<file path="src/rtl/leaf_collect_arb.sv">
// leaf_collect_arb: five-source round-robin collector feeding a small
// output FIFO that carries {source index, payload} per entry.
// Optional per-source transfer counters on grant_cnt when
// LEAF_COLLECT_STATS_EN is defined.

`ifdef LEAF_COLLECT_STATS_EN
// Per-source 16-bit transfer counter, wraps 0xFFFF -> 0.
module leaf_collect_stat_cnt (
    input  logic        clk,
    input  logic        rst,
    input  logic        inc,
    output logic [15:0] cnt
);
    // Count completed transfers for one source
    always_ff @(posedge clk or posedge rst) begin
        if (rst)      cnt <= 16'd0;
        else if (inc) cnt <= cnt + 16'd1;
    end
endmodule
`endif

module leaf_collect_arb #(
    parameter int DATA_W = 8,
    parameter int DEPTH  = 4
) (
    input  logic                       clk,
    input  logic                       rst,
    input  logic [4:0]                 in_valid,
    input  logic [5*DATA_W-1:0]        in_data,
    output logic [4:0]                 in_ready,
    output logic                       out_valid,
    output logic [DATA_W-1:0]          out_data,
    output logic [2:0]                 out_src,
    input  logic                       out_ready,
`ifdef LEAF_COLLECT_STATS_EN
    output logic [5*16-1:0]            grant_cnt,
`endif
    output logic [$clog2(DEPTH):0]     count
);
    localparam int AW = $clog2(DEPTH);
    localparam int CW = AW + 1;
    localparam int NSRC = 5;

    typedef struct packed {
        logic [2:0]        src;
        logic [DATA_W-1:0] data;
    } entry_t;

    entry_t        mem [DEPTH];
    logic [AW-1:0] wptr, rptr;
    logic [2:0]    last_grant;
    logic [2:0]    gnt_idx;
    logic          gnt_hit;
    logic [3:0]    scan;
    logic          full, pop, push, can_push;
    entry_t        wr_entry;

    assign full      = (count == CW'(DEPTH));
    assign out_valid = (count != '0);
    assign pop       = out_valid && out_ready;
    assign can_push  = !full || pop;
    assign push      = |(in_valid & in_ready);

    // Round-robin search starting one past the last completed grant
    always_comb begin
        gnt_idx = 3'd0;
        gnt_hit = 1'b0;
        scan    = 4'd0;
        for (int k = 1; k <= NSRC; k++) begin
            scan = {1'b0, last_grant} + 4'(k);
            if (scan >= 4'd5) scan = scan - 4'd5;
            if (!gnt_hit && in_valid[scan[2:0]]) begin
                gnt_hit = 1'b1;
                gnt_idx = scan[2:0];
            end
        end
    end

    // Winner-only ready, blocked while in reset or when no room this cycle
    always_comb begin
        in_ready = 5'b0;
        if (!rst && gnt_hit && can_push) in_ready = 5'b1 << gnt_idx;
    end

    // Build the tail entry from the winner's slice only
    always_comb begin
        wr_entry.src  = gnt_idx;
        wr_entry.data = in_data[gnt_idx*DATA_W +: DATA_W];
    end

    // Head presentation, forced to zero while empty
    always_comb begin
        out_data = '0;
        out_src  = 3'd0;
        if (out_valid) begin
            out_data = mem[rptr].data;
            out_src  = mem[rptr].src;
        end
    end

    // FIFO storage; contents are don't-care once pointers are cleared
    always_ff @(posedge clk) begin
        if (push) mem[wptr] <= wr_entry;
    end

    // Pointers, occupancy and arbitration history
    always_ff @(posedge clk or posedge rst) begin
        if (rst) begin
            wptr       <= '0;
            rptr       <= '0;
            count      <= '0;
            last_grant <= 3'd4;
        end else begin
            if (push) begin
                wptr       <= wptr + AW'(1);
                last_grant <= gnt_idx;
            end
            if (pop) rptr <= rptr + AW'(1);
            case ({push, pop})
                2'b10:   count <= count + CW'(1);
                2'b01:   count <= count - CW'(1);
                default: count <= count;
            endcase
        end
    end

`ifdef LEAF_COLLECT_STATS_EN
    genvar gi;
    generate
        for (gi = 0; gi < NSRC; gi++) begin : g_stat
            leaf_collect_stat_cnt u_cnt (
                .clk (clk),
                .rst (rst),
                .inc (in_valid[gi] && in_ready[gi]),
                .cnt (grant_cnt[gi*16 +: 16])
            );
        end
    endgenerate
`endif

endmodule

</file>
<file path="config.mk">
export PLATFORM = sky130hd
export DESIGN_NAME = leaf_collect_arb
export DESIGN_NICKNAME = d
export VERILOG_FILES = /design/src/rtl/leaf_collect_arb.sv
export SDC_FILE = /design/constraint.sdc
export NUM_CORES = 1
export LEC_CHECK = 0
export CAP_MARGIN = 20
export CORE_MARGIN = 2
export CORE_UTILIZATION = 33
export CTS_BUF_LIST = sky130_fd_sc_hd__clkbuf_4 sky130_fd_sc_hd__clkbuf_8
export CTS_CLUSTER_SIZE = 20
export DETAILED_ROUTE_END_ITERATION = 12
export GPL_ROUTABILITY_DRIVEN = 0
export PLACE_DENSITY_LB_ADDON = 0.15
export SLEW_MARGIN = 20
export SYNTH_ARGS = -nofsm -noshare
export SYNTH_HDL_FRONTEND = slang
export SYNTH_SLANG_ARGS = --single-unit
</file>
<file path="constraint.sdc">
create_clock -name clk -period 9.2 [get_ports clk]
set_clock_uncertainty 0.15 [all_clocks]
set_input_delay 0.92 -clock clk [delete_from_list [all_inputs] [get_ports clk]]
set_output_delay 0.92 -clock clk [all_outputs]
set_load 0.01 [all_outputs]
</file>
* Word-level counts from Yosys, hierarchy flattened *
Memory sizes are Yosys's and may differ from the RTL's.
Index checks and enable logic that the tools add are counted.

word-level totals
  output and inout port bits = 20
  input port bits = 48
  flip-flop bits (word level) = 10
  memories kept = 1
  logic and storage cells = 83
  RAM bits = 44

operators by class
  multiplexer cells = 31
  order comparisons = 10
  reductions and logical operators = 17
  $add $sub $neg = 14
  bitwise logic cells = 1
  equality and inequality tests = 3
  shift operators = 2

memory list
  memory  words  width  rd ports  clocked after Yosys merged registers in  wr ports  RTL line  RTL
  mem     4      11     1         0                                        1         49        entry_t mem [DEPTH];

operator list
  operator                                                            count
  indexed part select 40 x 7 -> 8 bit                                 1
  two-way mux 3 bit                                                   11
  greater-or-equal comparator 4 x 3 -> 1 bit (second input constant)  5
  less-than comparator 3 x 4 -> 1 bit (second input constant)         5
  binary-select mux 1 bit (select 3 bit)                              5
  subtractor 3 bit (second input constant)                            5
  two-way mux 1 bit                                                   12
  adder 3 x 2 -> 4 bit (second input constant)                        2
  adder 3 x 3 -> 4 bit (second input constant)                        2
  two-way mux 8 bit                                                   1
  logical AND 1 bit                                                   7
  logical NOT 1 bit                                                   6
  one-hot mux 3 bit (2 select lines)                                  1
  bitwise AND 5 bit                                                   1
  two-way mux 5 bit                                                   1
  OR reduction 5 bit                                                  1
  left shift 1 x 3 -> 5 bit (first input constant)                    1
  adder 2 x 1 -> 2 bit (second input constant)                        2
  adder 3 x 1 -> 4 bit (second input constant)                        1
  adder 3 x 1 -> 3 bit (second input constant)                        1
  equality test 3 bit (second input constant)                         1
  nonzero test 3 bit                                                  1
  subtractor 3 x 1 -> 3 bit (second input constant)                   1
  equality test 2 x 1 -> 1 bit (second input constant)                1
  other kinds (3)                                                     3

* Depth between registers and ports, before layout *
Gate-level depths: netlist of the first run.

  depth in word-level cells = 25
  depth in mapped cells = 21
  gate-level depth less buffers = 18

* Worst setup path before layout of the first run *
No wires, ideal clock.

  kind = register to output
  start = register last_grant[0]
  end = output in_ready[1]
  buffers on the path = 2
  data required time = 8130 ps
  data arrival time = 3506 ps
  slack = 4624 ps
  stages on the path, launching flop included = 16
  cells stage by stage = dfrtp_1 > inv_1 > buf_2 > ha_1 > inv_1 > fa_1 > buf_2 > or4_1 > a21oi_1 > a221o_1 > nor2_1 > nand3_1 > nor2_1 > a211o_1 > or3_1 > nor2b_1

on the way
  word-level cells in the longest chain between the ends = 21
  elaborated cells between the ends (all ways) = 52
  classes of those cells = 10 x add/sub; 5 x order compare; 1 x shift; 26 x mux; 10 x reduce/logical

ends and longest elaborated chain
  element                                                                         RTL line  RTL
  start, declared                                                                 51        logic [2:0] last_grant;
  start signal, assigned                                                          116       last_grant <= gnt_idx;
  adder 3 x 1 -> 4 bit                                                            70        scan = {1'b0, last_grant} + 4'(k);
  greater-or-equal comparator 4 x 3 -> 1 bit or subtractor 3 bit (tied branches)  71        if (scan >= 4'd5) scan = scan - 4'd5;
  two-way mux 3 bit                                                               71
  binary-select mux 1 bit (select 3 bit)                                          72        if (!gnt_hit && in_valid[scan[2:0]]) begin
  two-way mux 1 bit (implied by the code)                                         72
  two-way mux 1 bit                                                               72
  logical NOT 1 bit                                                               72
  logical AND 1 bit                                                               72
  [... 4 more ...]                                                                --
  logical NOT 1 bit                                                               72
  logical AND 1 bit                                                               72
  two-way mux 1 bit                                                               72
  logical NOT 1 bit                                                               72
  logical AND 1 bit                                                               72
  two-way mux 1 bit                                                               72
  logical AND 1 bit (2 in series)                                                 82        if (!rst && gnt_hit && can_push) in_ready = 5'b1 << gnt_idx;
  two-way mux 5 bit (*)                                                           82
  end, declared                                                                   30        output logic [4:0] in_ready,

Mark *: on every way between the ends. The rest lies on a longest branch, timed or not. The select of a mux whose other input is x is not followed.

* Final worst setup path of the first run *
Same ends and word-level chain as after synthesis.

==> flow_metrics.env, run 1 <==
export IMPL_hold_class="reg2reg"
export IMPL_cts_made_buffers=5
export IMPL_rsz0062_at_grt="no"
export IMPL_ctsResizeCount=0
export IMPL_grt_max_degree=36
export IMPL_synthArstFlopShare_pct=18.52
export IMPL_drc=0
export IMPL_route_final_wire_length_mm=9.376
export IMPL_synth_top_area_share_pct=34.21
export IMPL_path_delay_family="simple AND/OR/NAND/NOR gates"
export IMPL_grt_pass1_wl_mm=14.93
export IMPL_holdBufCountCts=0
export IMPL_fmax_mhz=156.8
export IMPL_post_drt_wl_per_cell_um=17.24
export IMPL_status="completed"
export IMPL_synth_area_leaders="edfxtp_1 34%, mux4_2 6.4%, dfrtp_1 5.8%"
export IMPL_slew_violations=0
export IMPL_ys_types=72
export IMPL_antenna_cells=0
export IMPL_core_area_um2=11420
export IMPL_die_h_um=112.2
export IMPL_cp_arrival_ns=5.31
export IMPL_worst_pin_slew_ns=0.7812
export IMPL_maxSlewHeadroom_pct=47.92
export IMPL_overflow=0
export IMPL_synthTopCellsByCount="44 x edfxtp_1, 26 x nor2_1, 21 x mux2i_1, 20 x nand2_1, 18 x inv_1"
export IMPL_cp_data_required_time_ns=8.13
export IMPL_cp_end_kind="primary output"
export IMPL_synth_edf_count=44
export IMPL_fin_nets=465
export IMPL_fin_crit_sh_pct=69.33
export IMPL_crit_type="reg2out"
export IMPL_num_io_pins=68
export IMPL_drive_above_1_share_pct=14.46
export IMPL_cp_buffers_inverters=4
export IMPL_setup_viol=0
export IMPL_cp_slowest_cell="a211o_1"
export IMPL_worstSkewPairLatency_ns=0.30
export IMPL_maxCapViolCount=0
export IMPL_fin_crit_ns=6.378
export IMPL_yosys_warnings=0
export IMPL_die_width_um=112.2
export IMPL_stdcell_count=544
export IMPL_die_area_um2=12590
export IMPL_clk_pin_slew_ns=0.09
export IMPL_path_cells="buf_4 -> inv_1 -> ha_1 -> inv_1 -> fa_1 -> or4_1 -> a21oi_1 -> a221o_1 -> nor2_1 -> nand3_1 -> nor2_1 -> a211o_1 -> or3_1 -> nor2b_1 -> clkdlybuf4s50_1"
export IMPL_firstDrtPassIters=4
export IMPL_dp_hpwl_mm=6.958
export IMPL_rows=39
export IMPL_finalHoldViolCount=0
export IMPL_avgSynthCellArea_um2=11.26
export IMPL_cts_tree="yes"
export IMPL_cp_max_fo=35
export IMPL_tns_ns=0
export IMPL_clock_sinks=54
export IMPL_cts_max_path_buffers=2
export IMPL_max_stage_delay_ns=0.55
export IMPL_synth_flop_cell="edfxtp_1"
export IMPL_startpoint_type="register"
export IMPL_grt_use_total_pct=15.05
export IMPL_dpl_cell_count=534
export IMPL_io_buffers=67
export IMPL_synth_fp_nets=408
export IMPL_area_delta_synth_final_pct=23.39
export IMPL_ys_ff_latch=54
export IMPL_vias=2806
export IMPL_cts_setup_buffers=0
export IMPL_cts_root_buf="clkbuf_8"
export IMPL_ant_nets=0
export IMPL_vias_per_cell=5.158
export IMPL_yosysTopAreaCell="edfxtp_1"
export IMPL_yosysMostFrequentCell="edfxtp_1"
export IMPL_synth_seq_area_share_pct=40.72
export IMPL_initial_core_util_pct=33.83
export IMPL_antenna_found_initial=0
export IMPL_netlist_area_um2=3862
export IMPL_drt_initial_drc_count=118
export IMPL_synthCells=343
export IMPL_grt_pass1_vias=2707
export IMPL_cts_htree_levels=2
logic make-up (layout without fill, tap and decap cells):
| kind of cell | count (synthesis) | in the layout | synth area share (%) |
|---|---|---|---|
| and+or+nand+nor | 112 | 112 | 16.20 |
| AOI/OAI and AO/OA | 68 | 68 | 14.29 |
| DFF | 54 | 54 | 40.72 |
| muxes | 43 | 43 | 15.45 |
| buffers and inverters | 40 | 98 | 5.410 |
| adders and majority gates | 17 | 17 | 5.896 |
| xor gates and xnor gates | 9 | 9 | 2.041 |
worst register-to-register path: stages (launching register included):
cell	delay [ns]
dfrtp_1	0.34
buf_4	0.33
inv_1	0.35
ha_1	0.80
nand2b_1	0.25
o2bb2a_4	0.17
a311o_1	0.33
a221o_1	0.39
nor2_1	0.16
nand3_1	0.15
nor2_1	0.29
a211o_1	0.53
ha_1	0.29
inv_1	0.06
fa_1	0.37
xor2_1	0.15
nor2_1	0.11
xor2_1	0.14
cell type report:
cell class | count | area [um2]
well taps | 143 | 178.9
multi-input cells | 249 | 2105
repair buffers | 72 | 728.2
flip-flops and latches | 54 | 1573
clock buffers | 5 | 68.82
clock inverters | 3 | 45.04
fillers | 1138 | 6653
inverters | 18 | 67.56
registers in the layout, summed over array words and instances, names as in the netlist:
signal	flops
mem	44
count	3
last_grant	3
rptr	2
wptr	2
layer usage:
| layer | track usage, % | part of all wire (%) |
|---|---|---|
| met4 | 4.715 | 1.7 |
| met3 | 1.458 | 3.0 |
| met5 | 0 | 0 |
| met1 | 20.59 | 46 |
| met2 | 25.38 | 49 |
stage by stage:
stage,utilization [%],setup slack (ns),hold WS [ns],cell area (um2)
5_1_grt,41.74,2.544,0.4085,4766
2_1_floorplan,-,4.624,0.3480,3862
6_report,41.74,2.822,0.3677,4766
3_5_place_dp,40.28,3.071,0.3664,4599
3_3_place_gp,40.21,3.114,0.3441,4592
4_1_cts,41.28,2.689,0.3789,4713
path summary, 6_finish.rpt:
| check | endpoint | slack [ns] | cells after the start | from |
|---|---|---|---|---|
| worst max-delay path | in_ready[1] | 2.82 | 15 | last_grant[0] |
| worst min-delay path | count[2] | 0.37 | 1 | count[2] |
| worst max register to register | count[2] | 3.78 | 17 | last_grant[0] |
| worst min register to register | count[2] | 0.37 | 1 | count[2] |
| max in group asynchronous | last_grant[2] | 7.75 | 2 | rst |
| min in group asynchronous | count[1] | 0.83 | 2 | rst |
layout by cell type, fill, tap and decap left out, types with 3 or more instances in the layout:
cell type        netlist  final
a221oi_1               3      3
mux2_4                 4      4
nor2b_1               11     11
inv_1                 18     18
edfxtp_1              44     44
clkdlybuf4s50_1        0     67
nand2b_1              12     12
ha_1                  15     15
xor2_1                 5      5
nor3_1                 4      4
mux2i_1               21     21
buf_4                  2      4
dfrtp_1                9      9
nor4b_1                3      3
nand3_1                3      3
mux4_2                11     11
clkbuf_8               0      5
a211o_1                4      4
nand2_1               20     20
o21ai_2                8      8
o211ai_1               6      6
a21oi_1                8      8
o21ai_0                6      6
nor2_1                26     24
o22ai_1                4      4
xnor2_1                4      4
mux2_2                 7      7
nand4_1                3      3
and2_1                13     13
Power of run 1 is left out: the tool's default activity adds up to more than one toggle a clock period on the data nets, which glitch-free logic cannot reach.
==> inputs of run 2 (changes only) <==
Clock period 9.2 ns to 6.1 ns, I/O delays scaled along.
==> run 2 against run 1 <==
Die area unchanged. Highest routed layer unchanged. Non-clock buffer count up 5. Sequential share of layout area unchanged.
==> flow_metrics.env, run 2 (synthesized netlist as in run 1, its figures left out) <==
export IMPL_setup_viol=0
export IMPL_rsz0062_at_grt="no"
export IMPL_routed_top_layer="met4"
export IMPL_dpl_cell_count=541
export IMPL_initial_core_util_pct=33.83
export IMPL_drc=0
export IMPL_cp_data_required_time_ns=5.34
export IMPL_cts_tree="yes"
export IMPL_met2_length_mm=4.740
export IMPL_cts_root_buf="clkbuf_8"
export IMPL_firstDrtPassIters=4
export IMPL_post_drt_wl_per_cell_um=17.21
export IMPL_largest_register="mem"
export IMPL_grt_pass1_wl_mm=15.41
export IMPL_wl_met3_um=324
export IMPL_largest_reg_flops=44
export IMPL_stdcell_count=549
export IMPL_drive_above_1_share_pct=15.02
export IMPL_core_area_um2=11420
export IMPL_area_delta_synth_final_pct=23.39
export IMPL_holdWs_ns=0.3702
export IMPL_grt_use_total_pct=15.42
export IMPL_die_h_um=112.2
export IMPL_status="completed"
export IMPL_wl_met1_mm=4.261
export IMPL_worstSkewPairLatency_ns=0.30
export IMPL_grt_pass1_vias=2891
export IMPL_path_cells="inv_1 -> ha_1 -> a21boi_4 -> nor3_1 -> or4_4 -> o21ba_1 -> o211ai_1 -> a32oi_1 -> o2bb2ai_2 -> nor2b_1 -> clkdlybuf4s50_1"
export IMPL_cp_max_fo=17
export IMPL_maxCapViolCount=0
export IMPL_cp_slowest_cell="o2bb2ai_2"
export IMPL_crit_type="reg2out"
export IMPL_layout_common_cells="67 x clkdlybuf4s50_1, 44 x edfxtp_1, 26 x nor2_1"
export IMPL_tns_ns=0
export IMPL_dp_slack_ns=0.9297
export IMPL_ant_nets=0
export IMPL_top_regs="mem x44, count x3, last_grant x3"
export IMPL_maxSlewHeadroom_pct=33.99
export IMPL_cp_arrival_ns=4.78
export IMPL_num_io_pins=68
export IMPL_cp_end_kind="primary output"
export IMPL_fmax_mhz=180.4
export IMPL_fin_nets=470
export IMPL_max_stage_delay_ns=0.79
export IMPL_vias=2881
export IMPL_io_buffers=67
export IMPL_worst_pin_slew_ns=0.9843
export IMPL_startpoint_type="register"
export IMPL_cts_setup_buffers=0
export IMPL_vias_per_cell=5.248
export IMPL_fin_crit_sh_pct=90.87
export IMPL_clk_pin_slew_ns=0.09
export IMPL_hold_class="reg2reg"
export IMPL_grt_max_degree=35
export IMPL_holdBufCountCts=0
export IMPL_overflow=0
export IMPL_antenna_cells=0
export IMPL_clock_sinks=54
export IMPL_cts_max_path_buffers=2
export IMPL_drt_initial_drc_count=138
export IMPL_setup_slack_ns=0.5569
export IMPL_fin_crit_ns=5.543
export IMPL_cts_made_buffers=5
export IMPL_antenna_found_initial=0
export IMPL_ctsResizeCount=0
export IMPL_rows=39
export IMPL_die_area_um2=12590
export IMPL_cts_htree_levels=2
export IMPL_final_common_cell="clkdlybuf4s50_1"
export IMPL_finalHoldViolCount=0
export IMPL_route_final_wire_length_mm=9.451
export IMPL_slew_violations=0
export IMPL_dp_hpwl_mm=7.072
export IMPL_die_width_um=112.2
==> run 2: metal layers <==
metal	GRT usage (%)	vias to the layer above
met5	0	-
met4	4.146	0
met3	1.674	10
met2	26.55	67
met1	20.79	1396
li1	-	1408
==> run 2: critical path: cells and delay by family (launching register included) <==
kind                       cells  cell delay, ns
AOI/OAI and AO/OA              5            1.65
DFF                            1            0.73
and+or+nand+nor                3            0.90
adders and majority gates      1            0.47
buffers and inverters          2            0.73
==> run 2: layout make-up <==
class | instances | area (um2)
clock inverters | 2 | 37.54
fillers | 1152 | 6653
inverters | 18 | 67.56
clock buffers | 6 | 76.32
well taps | 143 | 178.9
multi-input cells | 249 | 2087
flip-flops and latches | 54 | 1573
repair buffers | 77 | 745.7
==> run 2: through the flow <==
stage,util (%),cell area (um2)
floorplan,-,3862
global placement,40.74,4652
detailed placement,40.74,4652
CTS,41.74,4766
global route,41.74,4766
finish,41.74,4766
==> run 2: worst paths after layout <==
check	from	to	slack, ns	depth (start not counted)
worst max-delay path	last_grant[2]	in_ready[1]	0.56	11
worst min-delay path	count[2]	count[2]	0.37	1
worst max register to register	last_grant[0]	count[2]	1.24	17
worst min register to register	count[2]	count[2]	0.37	1
max in group asynchronous	rst	last_grant[2]	4.96	2
min in group asynchronous	rst	wptr[1]	0.52	2
Power of run 2 is left out for the same reason.
